<file path="config.mk">
export PLATFORM = sky130hd
export DESIGN_NAME = fpro_mailbox
export DESIGN_NICKNAME = d
export VERILOG_FILES = /design/src/rtl/fpro_mailbox_pkg.sv /design/src/rtl/mailbox_fifo.sv /design/src/rtl/fpro_mailbox.sv
export SDC_FILE = /design/constraint.sdc
export NUM_CORES = 1
export LEC_CHECK = 0
export CORE_MARGIN = 2
export CORE_UTILIZATION = 65
export CTS_CLUSTER_SIZE = 12
export DETAILED_ROUTE_END_ITERATION = 16
export GPL_TIMING_DRIVEN = 0
export HOLD_SLACK_MARGIN = 0.1
export MAX_ROUTING_LAYER = met4
export PLACE_DENSITY = 0.87
export SETUP_SLACK_MARGIN = 0.2
export SLEW_MARGIN = 25
export SYNTH_ARGS = -nofsm -noshare
export SYNTH_HDL_FRONTEND = slang
export SYNTH_SLANG_ARGS = --single-unit
</file>
<file path="constraint.sdc">
create_clock -name clk -period 13.1 [get_ports clk]
set_input_delay 1.965 -clock clk [delete_from_list [all_inputs] [get_ports clk]]
set_output_delay 1.965 -clock clk [all_outputs]
set_load 0.03 [all_outputs]
</file>
<file path="src/rtl/fpro_mailbox_pkg.sv">
// fpro_mailbox_pkg
// Shared constants for the FPro mailbox slot core: register offsets within
// the slot, bit positions inside the status and control words, and a helper
// that assembles the control readback word.
// No ports (package).
package fpro_mailbox_pkg;

    // Word offsets within the MMIO slot
    localparam logic [4:0] REG_RX_DATA = 5'd0;
    localparam logic [4:0] REG_STATUS  = 5'd1;
    localparam logic [4:0] REG_TX_DATA = 5'd2;
    localparam logic [4:0] REG_CTRL    = 5'd3;

    // Status word bit positions
    localparam int STAT_RX_EMPTY     = 0;
    localparam int STAT_RX_FULL      = 1;
    localparam int STAT_TX_EMPTY     = 2;
    localparam int STAT_TX_FULL      = 3;
    localparam int STAT_RX_COUNT_LSB = 8;
    localparam int STAT_TX_COUNT_LSB = 16;

    // Control write bit positions
    localparam int CTRL_FLUSH_RX     = 0;
    localparam int CTRL_FLUSH_TX     = 1;
    localparam int CTRL_CLEAR_STICKY = 2;
    localparam int CTRL_IRQ_EN_RX    = 8;
    localparam int CTRL_IRQ_EN_TX    = 9;

    // Control readback bit positions for the sticky flags
    localparam int FLAG_TX_OVERFLOW  = 0;
    localparam int FLAG_RX_UNDERFLOW = 1;

    // Builds the word returned by a read of the control offset. Builds
    // without interrupt support pass zero enables so bits [9:8] read 0.
    function automatic logic [31:0] ctrlReadback(input logic txOverflow,
                                                 input logic rxUnderflow,
                                                 input logic [1:0] irqEnable);
        logic [31:0] word;
        word = '0;
        word[FLAG_TX_OVERFLOW]  = txOverflow;
        word[FLAG_RX_UNDERFLOW] = rxUnderflow;
        word[CTRL_IRQ_EN_RX]    = irqEnable[0];
        word[CTRL_IRQ_EN_TX]    = irqEnable[1];
        return word;
    endfunction

endpackage

</file>
<file path="src/rtl/mailbox_fifo.sv">
// mailbox_fifo
// Synchronous FIFO of 2**DEPTH_LOG2 words used for both mailbox directions.
// Ports:
//   clk, rst_n          clock, asynchronous active-low reset
//   push_i, data_i      write request and data (ignored when full)
//   pop_i               read request (ignored when empty)
//   flush_i             empties the FIFO; overrides push and pop
//   data_o              head word, combinational from memory, 0 when empty
//   empty_o, full_o     occupancy flags from the registered count
//   count_o             number of stored words (DEPTH_LOG2+1 bits)
module mailbox_fifo #(
    parameter int DEPTH_LOG2 = 4,
    parameter int WIDTH      = 32
) (
    input  logic                  clk,
    input  logic                  rst_n,
    input  logic                  push_i,
    input  logic                  pop_i,
    input  logic                  flush_i,
    input  logic [WIDTH-1:0]      data_i,
    output logic [WIDTH-1:0]      data_o,
    output logic                  empty_o,
    output logic                  full_o,
    output logic [DEPTH_LOG2:0]   count_o
);

    localparam int DEPTH = 1 << DEPTH_LOG2;
    localparam logic [DEPTH_LOG2-1:0] PTR_ONE   = 1;
    localparam logic [DEPTH_LOG2:0]   CNT_ONE   = 1;
    localparam logic [DEPTH_LOG2:0]   CNT_DEPTH = DEPTH;

    logic [WIDTH-1:0]      mem [DEPTH];
    logic [DEPTH_LOG2-1:0] wrPtr_q, wrPtr_d;
    logic [DEPTH_LOG2-1:0] rdPtr_q, rdPtr_d;
    logic [DEPTH_LOG2:0]   count_q, count_d;
    logic                  doPush, doPop;

    assign empty_o = (count_q == '0);
    assign full_o  = (count_q == CNT_DEPTH);
    assign count_o = count_q;

    // Full/empty come from pre-edge state, so a push to a full FIFO is
    // dropped even if a pop happens in the same cycle.
    assign doPush = push_i && !full_o && !flush_i;
    assign doPop  = pop_i && !empty_o && !flush_i;

    // Gating the head with empty keeps the output at 0 after reset and on
    // an underflowing read, without having to reset the memory.
    assign data_o = empty_o ? '0 : mem[rdPtr_q];

    // Next-state pointers and count; flush wins over everything.
    always_comb begin
        wrPtr_d = wrPtr_q;
        rdPtr_d = rdPtr_q;
        count_d = count_q;
        if (flush_i) begin
            wrPtr_d = '0;
            rdPtr_d = '0;
            count_d = '0;
        end else begin
            if (doPush) wrPtr_d = wrPtr_q + PTR_ONE;
            if (doPop)  rdPtr_d = rdPtr_q + PTR_ONE;
            case ({doPush, doPop})
                2'b10:   count_d = count_q + CNT_ONE;
                2'b01:   count_d = count_q - CNT_ONE;
                default: count_d = count_q;
            endcase
        end
    end

    always_ff @(posedge clk or negedge rst_n) begin
        if (!rst_n) begin
            wrPtr_q <= '0;
            rdPtr_q <= '0;
            count_q <= '0;
        end else begin
            wrPtr_q <= wrPtr_d;
            rdPtr_q <= rdPtr_d;
            count_q <= count_d;
        end
    end

    // Storage is not reset; stale words are never visible because the head
    // is masked while empty.
    always_ff @(posedge clk) begin
        if (doPush) mem[wrPtr_q] <= data_i;
    end

endmodule

</file>
<file path="src/rtl/fpro_mailbox.sv">
// fpro_mailbox
// FPro-bus MMIO slot core giving the CPU a TX and an RX FIFO of 32-bit words
// toward a valid/ready streaming peripheral. Zero-wait-state responses.
// Ports:
//   clk, rst_n                     clock, asynchronous active-low reset
//   cs, read, write, addr, wr_data MMIO slot bus from the controller
//   rd_data                        read data, 0 unless cs && read
//   tx_data, tx_valid, tx_ready    outbound stream (TX FIFO head)
//   rx_data, rx_valid, rx_ready    inbound stream (into RX FIFO)
//   irq                            only with FPRO_MAILBOX_IRQ_EN defined
// Option macro FPRO_MAILBOX_IRQ_EN adds a registered interrupt output with
// enables in control bits [9:8] (rx_not_empty, tx_empty).
module fpro_mailbox
    import fpro_mailbox_pkg::*;
#(
    parameter int DEPTH_LOG2 = 4
) (
    input  logic        clk,
    input  logic        rst_n,
    input  logic        cs,
    input  logic        read,
    input  logic        write,
    input  logic [4:0]  addr,
    input  logic [31:0] wr_data,
    output logic [31:0] rd_data,
    output logic [31:0] tx_data,
    output logic        tx_valid,
    input  logic        tx_ready,
    input  logic [31:0] rx_data,
    input  logic        rx_valid,
    output logic        rx_ready
`ifdef FPRO_MAILBOX_IRQ_EN
    ,
    output logic        irq
`endif
);

    logic                cpuRead, cpuWrite, ctrlWrite;
    logic                rxPop, txPush, flushRx, flushTx, clearSticky;
    logic                rxEmpty, rxFull, txEmpty, txFull;
    logic [DEPTH_LOG2:0] rxCount, txCount;
    logic [31:0]         rxHead, statusWord;
    logic                txOverflow_q, rxUnderflow_q;
    logic [1:0]          irqEnable;

    assign cpuRead     = cs && read;
    assign cpuWrite    = cs && write;
    assign ctrlWrite   = cpuWrite && (addr == REG_CTRL);
    assign rxPop       = cpuRead && (addr == REG_RX_DATA);
    assign txPush      = cpuWrite && (addr == REG_TX_DATA);
    assign flushRx     = ctrlWrite && wr_data[CTRL_FLUSH_RX];
    assign flushTx     = ctrlWrite && wr_data[CTRL_FLUSH_TX];
    assign clearSticky = ctrlWrite && wr_data[CTRL_CLEAR_STICKY];

    // Stream handshakes depend only on registered occupancy.
    assign tx_valid = !txEmpty;
    assign rx_ready = !rxFull;

    mailbox_fifo #(.DEPTH_LOG2(DEPTH_LOG2), .WIDTH(32)) txFifo (
        .clk     (clk),
        .rst_n   (rst_n),
        .push_i  (txPush),
        .pop_i   (tx_ready),
        .flush_i (flushTx),
        .data_i  (wr_data),
        .data_o  (tx_data),
        .empty_o (txEmpty),
        .full_o  (txFull),
        .count_o (txCount)
    );

    mailbox_fifo #(.DEPTH_LOG2(DEPTH_LOG2), .WIDTH(32)) rxFifo (
        .clk     (clk),
        .rst_n   (rst_n),
        .push_i  (rx_valid),
        .pop_i   (rxPop),
        .flush_i (flushRx),
        .data_i  (rx_data),
        .data_o  (rxHead),
        .empty_o (rxEmpty),
        .full_o  (rxFull),
        .count_o (rxCount)
    );

    // Status word assembled from registered FIFO state.
    always_comb begin
        statusWord = '0;
        statusWord[STAT_RX_EMPTY] = rxEmpty;
        statusWord[STAT_RX_FULL]  = rxFull;
        statusWord[STAT_TX_EMPTY] = txEmpty;
        statusWord[STAT_TX_FULL]  = txFull;
        statusWord[STAT_RX_COUNT_LSB +: 8] = 8'(rxCount);
        statusWord[STAT_TX_COUNT_LSB +: 8] = 8'(txCount);
    end

    // Sticky error flags. Full/empty are sampled before the edge, and a
    // clear in the same cycle as a new error wins.
    always_ff @(posedge clk or negedge rst_n) begin
        if (!rst_n) begin
            txOverflow_q  <= 1'b0;
            rxUnderflow_q <= 1'b0;
        end else if (clearSticky) begin
            txOverflow_q  <= 1'b0;
            rxUnderflow_q <= 1'b0;
        end else begin
            if (txPush && txFull) txOverflow_q  <= 1'b1;
            if (rxPop && rxEmpty) rxUnderflow_q <= 1'b1;
        end
    end

`ifdef FPRO_MAILBOX_IRQ_EN
    logic [1:0] irqEnable_q;
    logic       irq_q;

    assign irqEnable = irqEnable_q;
    assign irq       = irq_q;

    // Interrupt enables follow every control write; the request is the
    // registered OR of the enabled conditions.
    always_ff @(posedge clk or negedge rst_n) begin
        if (!rst_n) begin
            irqEnable_q <= 2'b00;
            irq_q       <= 1'b0;
        end else begin
            if (ctrlWrite) begin
                irqEnable_q <= {wr_data[CTRL_IRQ_EN_TX], wr_data[CTRL_IRQ_EN_RX]};
            end
            irq_q <= (irqEnable_q[0] && !rxEmpty) || (irqEnable_q[1] && txEmpty);
        end
    end
`else
    assign irqEnable = 2'b00;
`endif

    // Read mux; anything other than a qualified read returns 0, and reads of
    // the write-only TX offset or unused offsets also return 0.
    always_comb begin
        rd_data = '0;
        if (cpuRead) begin
            case (addr)
                REG_RX_DATA: rd_data = rxHead;
                REG_STATUS:  rd_data = statusWord;
                REG_CTRL:    rd_data = ctrlReadback(txOverflow_q, rxUnderflow_q, irqEnable);
                default:     rd_data = '0;
            endcase
        end
    end

endmodule

</file>
Yosys cells after proc, flatten, opt, wreduce, memory -nomap -nowiden --
Memory sizes are Yosys's and may differ from the RTL's. Cells that the tools add are included.
Cells by class: multiplexer cells 24, add/sub/neg operators 8, equality and inequality tests 9, reduce and logical (&&, ||, !) cells 35
Operator list (count):
- two-way mux 32 bit | 3
- one-hot mux 32 bit (3 select lines) | 1
- two-way mux 4 bit | 8
- one-hot mux 5 bit (2 select lines) | 2
- logical AND 1 bit | 18
- adder 4 x 1 -> 4 bit, second input constant | 4
- zero test 5 bit | 3
- nonzero test 2 bit | 6
- adder 5 x 1 -> 5 bit, second input constant | 2
- == test 5 x 2 -> 1 bit, second input constant | 2
- == test 5 bit, second input constant | 2
- two-way mux 5 bit | 2
- subtractor 5 x 1 -> 5 bit, second input constant | 2
- two-way mux 1 bit | 8
- zero test 1 bit | 6
- nonzero test 3 bit | 2
- == test 5 x 1 -> 1 bit, second input constant | 1
- == test 2 x 1 -> 1 bit, second input constant | 2
- == test 2 bit, second input constant | 2
Storage, ports and cells: RAM bits 1024, word-level logic and storage cells 86, register bits after elaboration 28, output and inout port bits 66, input port bits 76, memories kept 2
Memories:
- rxFifo.mem | depth 16, bits a word 32, read ports 1, clocked after Yosys merged registers in 0, write ports 1, RTL line mailbox_fifo.sv:32 | logic [WIDTH-1:0] mem [DEPTH];
- txFifo.mem | depth 16, bits a word 32, read ports 1, clocked after Yosys merged registers in 0, write ports 1, RTL line mailbox_fifo.sv:32

Longest topological paths before layout --
depth after elaboration 8, depth in mapped cells 10, gate-level depth less buffers 9

Modules after synthesis --
Synthesis repeated with hierarchy kept, for this count alone.
Second synthesis, totals: cell total of the unflattened synthesis 1862, area, all modules 41174.5 um2
Modules (own cells, without submodules):
- mailbox_fifo | times used 2, area each 20300.7 um2, cells an instance 893, sequential area each 15700.1 um2
- fpro_mailbox | times used 1, area each 573.0 um2, cells an instance 76, sequential area each 50.0 um2

Worst setup path before layout --
No wires, ideal clock.
kind input -> register, from in addr[1], to mem rxFifo.mem[0][0] (enable), path slack 6.775 ns, buffers on the path 1, required time 12.598 ns, data arrival time 5.824 ns, library setup time 0.502 ns, stages 5, cell sequence clkbuf_1 and2_1 nand4_1 nand2_1 nor4_1
Between the ends: word-level cells in the longest chain between the ends 7
RTL lines:
- start: declaration | RTL line fpro_mailbox.sv:23 | input logic [4:0] addr,
- == test 5 x 2 -> 1 bit | RTL line fpro_mailbox.sv:48 | assign ctrlWrite = cpuWrite && (addr == REG_CTRL);
- logical AND 1 bit | RTL line fpro_mailbox.sv:48
- logical AND 1 bit | RTL line fpro_mailbox.sv:51 | assign flushRx = ctrlWrite && wr_data[CTRL_FLUSH_RX];
- zero test 1 bit | RTL line mailbox_fifo.sv:44 | assign doPush = push_i && !full_o && !flush_i;
- logical AND 1 bit | RTL line mailbox_fifo.sv:44
- two-way mux 1 bit | RTL line mailbox_fifo.sv:86 | if (doPush) mem[wrPtr_q] <= data_i;
- two-way mux 1 bit (implied by the code) | RTL line mailbox_fifo.sv:86
- end: declaration | RTL line mailbox_fifo.sv:32
Every way passes these cells.

Final worst setup path --
from in addr[3], to out rd_data[12]
Between the ends: word-level cells in the longest chain between the ends 3, elaborated cells on any way between the ends 5, those cells by class 2 x eq/ne; 2 x mux; 1 x reduce/logical
RTL lines:
- == test 5 x 2 -> 1 bit, or another cell as far along | RTL line fpro_mailbox.sv:140 | case (addr)
- one-hot mux 32 bit (3 select lines) * | RTL line fpro_mailbox.sv:140
- two-way mux 32 bit * | RTL line fpro_mailbox.sv:139 | if (cpuRead) begin
- end: declaration | RTL line fpro_mailbox.sv:25 | output logic [31:0] rd_data,
Every way passes the cells marked *; elsewhere a longest branch is shown, timed or not.

==> load_flow_metrics.sql <==
INSERT INTO impl_metrics (metric_group, metric, value, unit) VALUES
('run_status', 'status', 'finished clean', ''),
('yosys', 'muxShareOfSynthArea', '17.6', '%'),
('setup_path', 'worstSetupEndpointType', 'output port', ''),
('timing', 'slew_violations', '0', ''),
('yosys', 'xor_xnor_cell_area_share_of_the_yosys_netlist', '0.256', '%'),
('grt', 'grt_pass1_wl', '161000', 'um'),
('cells_and_area', 'areaGrowthSynthToFinish', '15.3', '%'),
('pwr', 'cellLeakagePower', '14.8', 'nW'),
('yosys', 'synthCells', '1769', ''),
('die', 'die_width', '255', 'um'),
('drt', 'detailedRoute.firstIterationViolations', '3556', ''),
('cts', 'htree_levels', '3', ''),
('setup_path', 'cp.required', '11140', 'ps'),
('cts', 'max-clock-path-buffers', '3', ''),
('cells_and_area', 'finish.net_count', '2168', ''),
('die', 'die_area', '65100', 'um2'),
('drt', 'drt-total-wl', '115000', 'um'),
('drt', 'antenna_violating_nets_post_route', '0', ''),
('die', 'core_area', '62700', 'um2'),
('yosys', 'flip_flop_and_latch_count_after_synthesis', '1052', ''),
('timing', 'slew_headroom', '15.5', '%'),
('timing', 'setup_viol', '0', ''),
('timing', 'setup_total_negative_slack', '0', 'ps'),
('yosys', 'yosys_most_used_dff', 'sky130_fd_sc_hd__edfxtp_1', ''),
('drt', 'post_drt_via_cell_ratio', '7.32', ''),
('grt', 'grt.overflow.total', '0', ''),
('cts', 'post_cts_resized', '0', ''),
('yosys', 'synth-edff-count', '1024', ''),
('setup_path', 'critPathKind', 'input port to output port', ''),
('timing', 'setup_repair_after_global_routing_missed_its_margin', 'no', ''),
('drt', 'vias', '21900', ''),
('yosys', 'synth_nets', '1857', ''),
('min_path', 'hold_path.class', 'register to register', ''),
('drt', 'detail_route.drc_violations', '0', ''),
('yosys', 'yosys.cell_types.count', '59', ''),
('grt', 'vias_in_the_first_global_route', '22600', ''),
('placed_design', 'place_ws', '5540', 'ps'),
('yosys', 'synth_compound_gate_area_share', '1.23', '%'),
('grt', 'total_routing_usage_reported_by_global_routing', '37.2', '%'),
('timing', 'max_slew.worst_pin.slew', '1270', 'ps'),
('setup_path', 'worst_setup_path_start_kind', 'input port', ''),
('timing', 'period_minus_slack', '7840', 'ps'),
('timing', 'period_share', '59.8', '%'),
('die', 'row_count', '92', ''),
('cts', 'post_cts.repair.setup_buffers', '0', ''),
('timing', 'timing.fmax', '0.128', 'GHz'),
('die', 'die_h', '255', 'um'),
('pwr', 'power.density', '191', 'nW/um2'),
('grt', 'grt_max_degree', '33', ''),
('cells_and_area', 'layout_cells_sized_above_1', '27.5', '%'),
('cells_and_area', 'num-fill-cells', '2984', ''),
('cts', 'ctsRootBufferMaster', 'sky130_fd_sc_hd__clkbuf_16', ''),
('setup_path', 'critical_path_peak_fanout', '10', ''),
('cts', 'cts_inserted_buffers', '103', ''),
('die', 'initial_core_util', '65.3', '%'),
('yosys', 'syn_avg_cell_area', '23.2', 'um2'),
('placed_design', 'dp_wirelength', '61700', 'um'),
('job', 'drv_cap', '0', ''),
('cts', 'path_clk_slew', '60', 'ps'),
('yosys', 'synth_top_family_by_area', 'multiplexers', ''),
('placed_design', 'gp_routability_congestion', '0.844', ''),
('die', 'ios', '142', ''),
('placed_design', 'io_buffers', '140', ''),
('yosys', 'yosys_warnings', '0', ''),
('pwr', 'ir_drop', '136', 'uV'),
('drt', 'routedWlPerCell', '38.3', 'um'),
('setup_path', 'arrival', '5870', 'ps'),
('yosys', 'ys_async_sr_fraction', '2.66', '%'),
('timing', 'timing.final.ws_setup', '5260', 'ps'),
('timing', 'final.setup_skew', '31.2', 'ps'),
('yosys', 'fraction_of_the_mapped_netlist_area_in_simple_logic_gates', '2.65', '%'),
('cts', 'worst_skew_pair.late_latency', '680', 'ps'),
('yosys', 'synth_area', '41000', 'um2'),
('min_path', 'whs_path_depth', '2', ''),
('cts', 'hold_buffers', '0', ''),
('timing', 'hold_viol', '0', ''),
('cts', 'cts_tree', 'built', ''),
('yosys', 'synth-seq-area-share', '76.7', '%'),
('setup_path', 'r2r_cells', '6', ''),
('grt', 'antenna_found_initial', '10', ''),
('drt', 'drt_first_pass_iters', '6', ''),
('cts', 'cts_sinks', '1052', ''),
('yosys', 'post_synth_fa_ha_maj_area_fraction', '0.366', '%');
-- report_power, final --
part           switching (mW)  internal (mW)
combinational            1.29           1.02
clock                    1.25           1.51
sequential             0.0836           3.88
total                    2.62           6.41
-- kinds of logic after synthesis --
kind of cell / count (synthesis)
DFF: 1052
muxes: 320
and+or+nand+nor: 192
buffers and inverters: 116
AOI/OAI and AO/OA: 65
xor gates and xnor gates: 12
adders and majority gates: 12
-- flip-flops by register name, summed over array words and instances, names as in the netlist --
name,cells
rxFifo.mem,512
txFifo.wrPtr_q,4
txFifo.rdPtr_q,4
rxUnderflow_q,1
rxFifo.count_o,5
txFifo.count_o,5
rxFifo.rdPtr_q,4
rxFifo.wrPtr_q,4
txOverflow_q,1
txFifo.mem,512
-- worst paths after layout --
kind                                               start                            end  slack (ps)
max                                              addr[3]                    rd_data[12]        5260
min                             txOverflow_q$_DFFE_PN0P_       txOverflow_q$_DFFE_PN0P_         540
max reg2reg                rxFifo.count_o[0]$_DFFE_PN0P_   rxFifo.mem[12][24]$_DFFE_PP_        9530
min reg2reg                     txOverflow_q$_DFFE_PN0P_       txOverflow_q$_DFFE_PN0P_         540
max in group asynchronous                          rst_n      rxUnderflow_q$_DFFE_PN0P_       11260
min in group asynchronous                          rst_n  txFifo.rdPtr_q[3]$_DFFE_PN0P_        1350
-- stage by stage --
| step | cell area (um2) | util (%) | power, mW | cells | hold slack (ps) |
|---|---|---|---|---|---|
| floorplan | 41000 | - | 5.44 | 1769 | 468 |
| CTS | 47200 | 75.2 | 9.01 | 2986 | 534 |
| finish | 47300 | 75.3 | 9.03 | 2999 | 539 |
| global placement | 43400 | 69.3 | 6.07 | 2755 | 510 |
| detailed placement | 44200 | 70.5 | 6.22 | 2821 | 517 |
| global route | 47200 | 75.3 | 9.23 | 2996 | 580 |
-- cell usage in the layout (no fill, tap or decap), types with 9 or more instances in the layout --
cell / Yosys / final
sky130_fd_sc_hd__nand3_1: 13 / 13
sky130_fd_sc_hd__inv_1: 18 / 18
sky130_fd_sc_hd__buf_4: 1 / 25
sky130_fd_sc_hd__clkdlybuf4s50_1: 0 / 139
sky130_fd_sc_hd__and3_1: 24 / 24
sky130_fd_sc_hd__buf_2: 29 / 57
sky130_fd_sc_hd__clkbuf_16: 0 / 104
sky130_fd_sc_hd__nor2_1: 26 / 18
sky130_fd_sc_hd__nand2_1: 34 / 34
sky130_fd_sc_hd__clkbuf_1: 61 / 95
sky130_fd_sc_hd__o21ai_0: 14 / 14
sky130_fd_sc_hd__diode_2: 0 / 13
sky130_fd_sc_hd__mux4_2: 320 / 320
sky130_fd_sc_hd__buf_12: 0 / 13
sky130_fd_sc_hd__dfrtp_1: 28 / 28
sky130_fd_sc_hd__and2_1: 50 / 34
sky130_fd_sc_hd__clkinv_1: 0 / 13
sky130_fd_sc_hd__ha_1: 12 / 12
sky130_fd_sc_hd__edfxtp_1: 1024 / 1024
sky130_fd_sc_hd__a21oi_1: 9 / 9
sky130_fd_sc_hd__and2_4: 0 / 10
-- layer usage --
metal  global-route usage, %  up-vias  share of wire [%]
li1                        -     8155                  -
met2                    62.5     2014                 53
met5                       -        -                  0
met1                    42.6    11300                 31
met4                    19.4        0                6.0
met3                    7.64      471                 10
-- area by class of cell --
| cell class | count | area (um2) | area share (%) |
|---|---|---|---|
| Antenna cell | 13 | 32.5 | 0.0688 |
| Buffer | 98 | 424 | 0.898 |
| Clock buffer | 140 | 2740 | 5.79 |
| Clock inverter | 25 | 239 | 0.506 |
| Inverter | 18 | 67.6 | 0.143 |
| Multi-Input combinational cell | 601 | 9210 | 19.5 |
| Sequential cell | 1052 | 31500 | 66.6 |
| Tap cell | 846 | 1060 | 2.24 |
| Timing Repair Buffer | 206 | 2030 | 4.30 |
-- worst max-delay path, cell delays in order --
cell	delay, ps
sky130_fd_sc_hd__clkdlybuf4s50_1	430
sky130_fd_sc_hd__or4b_1	610
sky130_fd_sc_hd__buf_2	210
sky130_fd_sc_hd__nor3_4	350
sky130_fd_sc_hd__clkbuf_1	540
sky130_fd_sc_hd__nand2_1	280
sky130_fd_sc_hd__o21ai_0	650
sky130_fd_sc_hd__clkdlybuf4s50_1	820
-- synthesized netlist by cell type, types with 4 or more instances --
master                     instances  area share [%]
sky130_fd_sc_hd__nand4_1           7            0.11
sky130_fd_sc_hd__xnor2_1           4           0.085
sky130_fd_sc_hd__buf_2            29            0.35
sky130_fd_sc_hd__mux4_2          320              18
sky130_fd_sc_hd__nand2_1          34            0.31
sky130_fd_sc_hd__nand3_1          13            0.16
sky130_fd_sc_hd__o21ai_0          14            0.17
sky130_fd_sc_hd__nor2_1           26            0.24
sky130_fd_sc_hd__ha_1             12            0.37
sky130_fd_sc_hd__and3_1           24            0.37
sky130_fd_sc_hd__a21oi_1           9            0.11
sky130_fd_sc_hd__dfrtp_1          28             1.7
sky130_fd_sc_hd__and2_1           50            0.76
sky130_fd_sc_hd__edfxtp_1       1024              75
sky130_fd_sc_hd__a22o_1            8            0.17
sky130_fd_sc_hd__inv_1            18            0.16
sky130_fd_sc_hd__buf_1             6           0.055
sky130_fd_sc_hd__nor3_1            9            0.11
sky130_fd_sc_hd__clkbuf_1         61            0.56
sky130_fd_sc_hd__xor2_1            8            0.17
sky130_fd_sc_hd__nor4_1            7            0.11
(Power assumes the default switching activity.)
